===== src/rtl/registro_pkg.sv =====
// Shared definitions for the registro storage register: default width, word type, parity helper.
package registro_pkg;

  localparam int unsigned REGISTRO_DEFAULT_WIDTH = 8;

  typedef logic [REGISTRO_DEFAULT_WIDTH-1:0] registro_word_t;

  // Even parity: 1 when the word holds an odd number of ones.
  function automatic logic registro_parity(input registro_word_t word);
    return ^word;
  endfunction

endpackage


===== src/rtl/registro_if.sv =====
// Data bus for registro: write data/enable in, stored value (and optional parity) out.
// Optional parity signal is present only when REGISTRO_PARITY_EN is defined.
interface registro_if #(
  parameter int unsigned WIDTH = 8
);

  logic [WIDTH-1:0] in;
  logic             we;
  logic [WIDTH-1:0] out;
`ifdef REGISTRO_PARITY_EN
  logic             parity;

  modport master (output in, output we, input out, input parity);
  modport slave  (input in, input we, output out, output parity);
`else
  modport master (output in, output we, input out);
  modport slave  (input in, input we, output out);
`endif

endinterface


===== src/rtl/registro_bit.sv =====
// Single storage bit: synchronous active-low reset to rst_val, load d when we, else hold.
module registro_bit (
  input  logic clock,
  input  logic rst_n,
  input  logic rst_val,
  input  logic we,
  input  logic d,
  output logic q
);

  always_ff @(posedge clock) begin
    if (!rst_n) begin
      q <= rst_val;
    end else if (we) begin
      q <= d;
    end
  end

endmodule


===== src/rtl/registro.sv =====
// Edge-triggered WIDTH-bit register with write enable, built from registro_bit slices.
// Define REGISTRO_PARITY_EN to add a registered even-parity output tracking the stored word.
module registro
  import registro_pkg::*;
#(
  parameter int unsigned     WIDTH       = REGISTRO_DEFAULT_WIDTH,
  parameter logic [WIDTH-1:0] RESET_VALUE = '0
) (
  input  logic       clock,
  input  logic       rst_n,
  registro_if.slave  bus
);

  logic [WIDTH-1:0] q;

  for (genvar i = 0; i < WIDTH; i++) begin : g_bit
    registro_bit u_bit (
      .clock   (clock),
      .rst_n   (rst_n),
      .rst_val (RESET_VALUE[i]),
      .we      (bus.we),
      .d       (bus.in[i]),
      .q       (q[i])
    );
  end

  assign bus.out = q;

`ifdef REGISTRO_PARITY_EN
  localparam logic ResetParity = ^RESET_VALUE;

  logic in_parity;
  logic parity_q;

  // Zero-extension into the package word type leaves parity unchanged.
  if (WIDTH <= REGISTRO_DEFAULT_WIDTH) begin : g_pkg_parity
    assign in_parity = registro_parity(registro_word_t'(bus.in));
  end else begin : g_wide_parity
    assign in_parity = ^bus.in;
  end

  registro_bit u_parity (
    .clock   (clock),
    .rst_n   (rst_n),
    .rst_val (ResetParity),
    .we      (bus.we),
    .d       (in_parity),
    .q       (parity_q)
  );

  assign bus.parity = parity_q;
`endif

endmodule


===== src/flat_wrapper.sv =====
// flat-port wrapper written by rule: the top's interface ports become plain ports
module registro_flat import registro_pkg::*;
#(
  parameter int unsigned     WIDTH       = REGISTRO_DEFAULT_WIDTH,
  parameter logic [WIDTH-1:0] RESET_VALUE = '0
)
  (clock, rst_n, bus_in, bus_we, bus_out);
  registro_if #(.WIDTH(WIDTH)) bus_i ();
  input  logic clock;
  input  logic rst_n;
  input wire logic [$bits(bus_i.in)-1:0] bus_in;
  input wire logic [$bits(bus_i.we)-1:0] bus_we;
  output wire logic [$bits(bus_i.out)-1:0] bus_out;
  assign bus_i.in = bus_in;
  assign bus_i.we = bus_we;
  assign bus_out = bus_i.out;
  registro #(.WIDTH(WIDTH), .RESET_VALUE(RESET_VALUE)) u_core (.clock(clock), .rst_n(rst_n), .bus(bus_i));
endmodule

===== config.mk =====
export PLATFORM = sky130hd
export DESIGN_NAME = registro_flat
export DESIGN_NICKNAME = d
export VERILOG_FILES = /design/src/rtl/registro_pkg.sv /design/src/rtl/registro_if.sv /design/src/rtl/registro_bit.sv /design/src/rtl/registro.sv /design/src/flat_wrapper.sv
export SDC_FILE = /design/constraint.sdc
export NUM_CORES = 1
export LEC_CHECK = 0
export CORE_AREA = 3 3 40 42
export CTS_CLUSTER_DIAMETER = 60
export DETAILED_ROUTE_END_ITERATION = 16
export DIE_AREA = 0 0 43 45
export GPL_ROUTABILITY_DRIVEN = 0
export PLACE_DENSITY_LB_ADDON = 0.2
export SETUP_SLACK_MARGIN = 0.05
export SYNTH_ARGS = -nofsm -noshare
export SYNTH_HDL_FRONTEND = slang
export SYNTH_SLANG_ARGS = --single-unit

===== constraint.sdc =====
create_clock -name clock -period 1.7 [get_ports clock]
set_input_delay 0.17 -clock clock [delete_from_list [all_inputs] [get_ports clock]]
set_output_delay 0.17 -clock clock [all_outputs]
set_load 0.02 [all_outputs]

After elaboration in Yosys (flattened, before gate mapping)
Index checks and enable logic that the tools add are counted.
- $add $sub $neg: 0
- $mul: 0
- divide/modulo/power cells: 0
- $lt $le $gt $ge: 0
- equal/unequal tests: 0
- shift operators: 0
- muxes and demuxes: 0
- bitwise logic cells: 0
- reduce and logical (&&, ||, !) cells: 0
- register bits after elaboration: 8
- bits in latches: 0
- RAM bits: 0
- bits in read-only memories: 0
- bits of input ports: 11
- output and inout bits: 8
- word-level logic and storage cells: 8
- memories kept: 0

Depth between registers and ports, before layout
- word-level depth: 0
- mapped depth: 3
- depth with buffers taken out: 2

By module
A second synthesis with hierarchy kept.
- cells, all modules: 25
- area total of the unflattened synthesis: 414.1 um^2
- by module, submodules not included (module ; times used ; cells an instance ; area each (um^2)):
    registro_bit ; 8 ; 3 ; 51.3
    registro ; 1 ; 1 ; 3.8

Least setup slack after synthesis
OpenSTA, ideal clock, no wires.
- path kind: input-to-reg
- start point: in bus_we
- end point: reg u_core.g_bit[0].u_bit.q
- arrival time: 0.511 ns
- required time: 1.584 ns
- slack: 1.073 ns
- cell stages on the path: 3
- cell sequence: buf_6 mux2i_1 nor2b_1
- RTL lines (item ; line ; RTL):
    from (decl) ; flat_wrapper.sv:12 ; input wire logic [$bits(bus_i.we)-1:0] bus_we;
    to (signal assigned) ; registro_bit.sv:13 ; q <= rst_val;
    to (decl) ; registro_bit.sv:8 ; output logic q

Worst setup path after layout
- start point: reg u_core.g_bit[4].u_bit.q
- end point: out bus_out[4]
- RTL lines (item ; line ; RTL):
    from (decl) ; registro_bit.sv:8 ;
    from (signal assigned) ; registro_bit.sv:13 ;
    to (decl) ; flat_wrapper.sv:13 ; output wire logic [$bits(bus_i.out)-1:0] bus_out;
No word-level cell between the ends.

==> impl_metrics.csv <==
group,metric,value,unit
setup_path,cp_max_fo,2,
cells_and_area,drive_above_1_share,6.67,%
cells_and_area,area_growth,41.5,%
power_and_ir_drop,leakage,0.000209,µW
floorplan,start_util,28.1,%
sta,period_minus_slack,1.36,ns
clock_tree,post-cts-setup-buffers,0,
setup_path,path_buf_inv,1,
sta,relSlewSlack,67.9,%
cells_and_area,top_register,"u_core.g_bit.u_bit.q",
route,remaining_drc_errors,0,
clock_tree,root_buffer,"clkbuf_4",
synth,synth_mux_area_share,22.1,%
cells_and_area,antennaDiodeCount,0,
route,vias_per_cell,4.13,
route,post_drt_wl_per_cell,10.7,µm
sta,tightest_slew,0.479,ns
clock_tree,cts_max_level,1,
sta,clock.fmax,0.738,GHz
cells_and_area,largest_register_ff_count,8,
global_routing,grt_util_met2,10.8,%
global_routing,antenna_found_initial,0,
global_routing,met1_usage,7.58,%
setup_path,cp_slowest_stage_delay,0.61,ns
synth,synth.top_cell.area_share,44.3,%
clock_tree,cts_buffers,3,
job,maxCapViolations,0,
sta,fin_worst_skew,0,ns
synth,synth_area_leader_cell,"dfxtp_1",
sta,rsz0062_at_grt,"no",
synth,synthAdderAreaFrac,0,%
setup_path,cp.arrival,1.19,ns
synth,synth.net_count,44,
place,numPortBuffers,18,
floorplan,ioPinCount,19,
route,final_antenna_net_count,0,
setup_path,crit_family,"buffers and inverters",
global_routing,use_met3,7.17,%
clock_tree,clk_latency,0.25,ns
floorplan,die_w,43,µm
synth,synth_edf_count,0,
synth,ys.flop_type,"dfxtp_1",
synth,synth_common_cells,"buf_4, dfxtp_1, mux2i_1, nor2b_1, buf_6",
route,dr.first_iter.drc_count,3,
sta,finalSetupViolations,0,
sta,hold_violations,0,
cells_and_area,postLayoutCoreUtil,39.8,%
setup_path,critPathKind,"flop to output port",
synth,synth.distinct_cells,5,
clock_tree,cts_resized,0,
floorplan,rows,13,
global_routing,grt_max_degree,9,
synth,syn_inst,33,
cells_and_area,nets,58,
global_routing,grt_pass1_vias,222,
clock_tree,clk_pin_slew_worst_paths,0.05,ns
clock_tree,clk_path_buf_depth,2,
floorplan,core,1280,µm²
floorplan,dieArea,1940,µm²
sta,tns,0,ns
status,status,"complete, no violations",
synth,synth_top_family_by_area,"multiplexers",
global_routing,grt_remaining_overflow,0,
sta,period_share,79.8,%
clock_tree,cts_hold_buf,0,
synth,async_reset_ff_share,0,%
synth,synth_area_per_cell,11.0,µm²
synth,syn_area,362,µm²
global_routing,grt_pass1_wl,979,µm
setup_path,cp_slowest_cell,"clkdlybuf4s50_1",
synth,yosys_warnings,0,
setup_path,required,1.53,ns
synth,synthXorXnorAreaFrac,0,%
synth,synth_area_leaders,"dfxtp_1, mux2i_1, buf_4, nor2b_1, buf_6",
power_and_ir_drop,ir_worst_vdd,0.420,mV
route,routed_wirelength,642,µm
synth,seq_area_frac_synth,44.3,%
setup_path,path_cells,"clkdlybuf4s50_1",
cells_and_area,top_regs,"u_core.g_bit.u_bit.q: 8 flops",
clock_tree,cts_tree,"built",
setup_path,startpoint_type,"flop",
min_path,hp-class,"flop to flop",
route,vias,248,
clock_tree,clock-sinks,8,
synth,synth_compound_area_share,0,%
sta,final-max-slew-violation-count,0,
floorplan,die_h,45,µm
global_routing,grt_usage,7.62,%
synth,ys_ff_latch,8,
synth,synthSimpleGateAreaFrac,13.8,%
setup_path,crit_path_end_kind,"output port",
power_and_ir_drop,pwr_density_cell,846,nW/µm²
global_routing,busiest_layer,"met2",
route,drt_pass1_iterations,2,
-- cell type report --
class | count | area [µm²]
Multi-Input combinational cell | 16 | 130
Sequential cell | 8 | 160
Fill cell | 116 | 773
Clock buffer | 3 | 22.5
Tap cell | 15 | 18.8
Timing Repair Buffer | 18 | 180
-- where the power goes --
group	total [µW]	internal, µW	switching (µW)
clock	144	80.7	63.2
combinational	84.8	51.7	33.2
sequential	204	199	4.94
-- layer usage --
layer	up-vias	wire [µm]
li1	126	-
met1	103	238
met2	17	302
met3	2	96
met4	0	4
met5	-	0
-- cells in the final DEF (no fill, tap or decap) --
cell              n
clkdlybuf4s50_1  18
mux2i_1           8
nor2b_1           8
dfxtp_1           8
clkbuf_4          3
-- through the flow --
stage	worst slack, ns	total power (µW)	hold WS [ns]	instance area (µm²)	cells
finish	0.344	433	0.518	512	60
global route	0.292	458	0.538	512	60
CTS	0.324	439	0.525	512	60
detailed placement	0.295	294	0.511	489	57
global placement	0.353	291	0.496	489	57
floorplan	1.07	261	0.298	362	33
-- logic make-up (layout without fill, tap and decap cells) --
family	count (synthesis)	in the layout
DFF	8	8
muxes	8	8
buffers and inverters	9	21
and+or+nand+nor	8	8
-- final timing paths --
kind                           startpoint                 endpoint  slack, ns  depth (start not counted)
hold reg to reg   u_core.g_bit[0].u_bit.q  u_core.g_bit[0].u_bit.q       0.52                          2
setup reg to reg  u_core.g_bit[3].u_bit.q  u_core.g_bit[3].u_bit.q       1.08                          2
setup / recovery  u_core.g_bit[4].u_bit.q               bus_out[4]       0.34                          1
hold / removal    u_core.g_bit[0].u_bit.q  u_core.g_bit[0].u_bit.q       0.52                          2
Note: power is estimated with default switching activity, not from simulation.
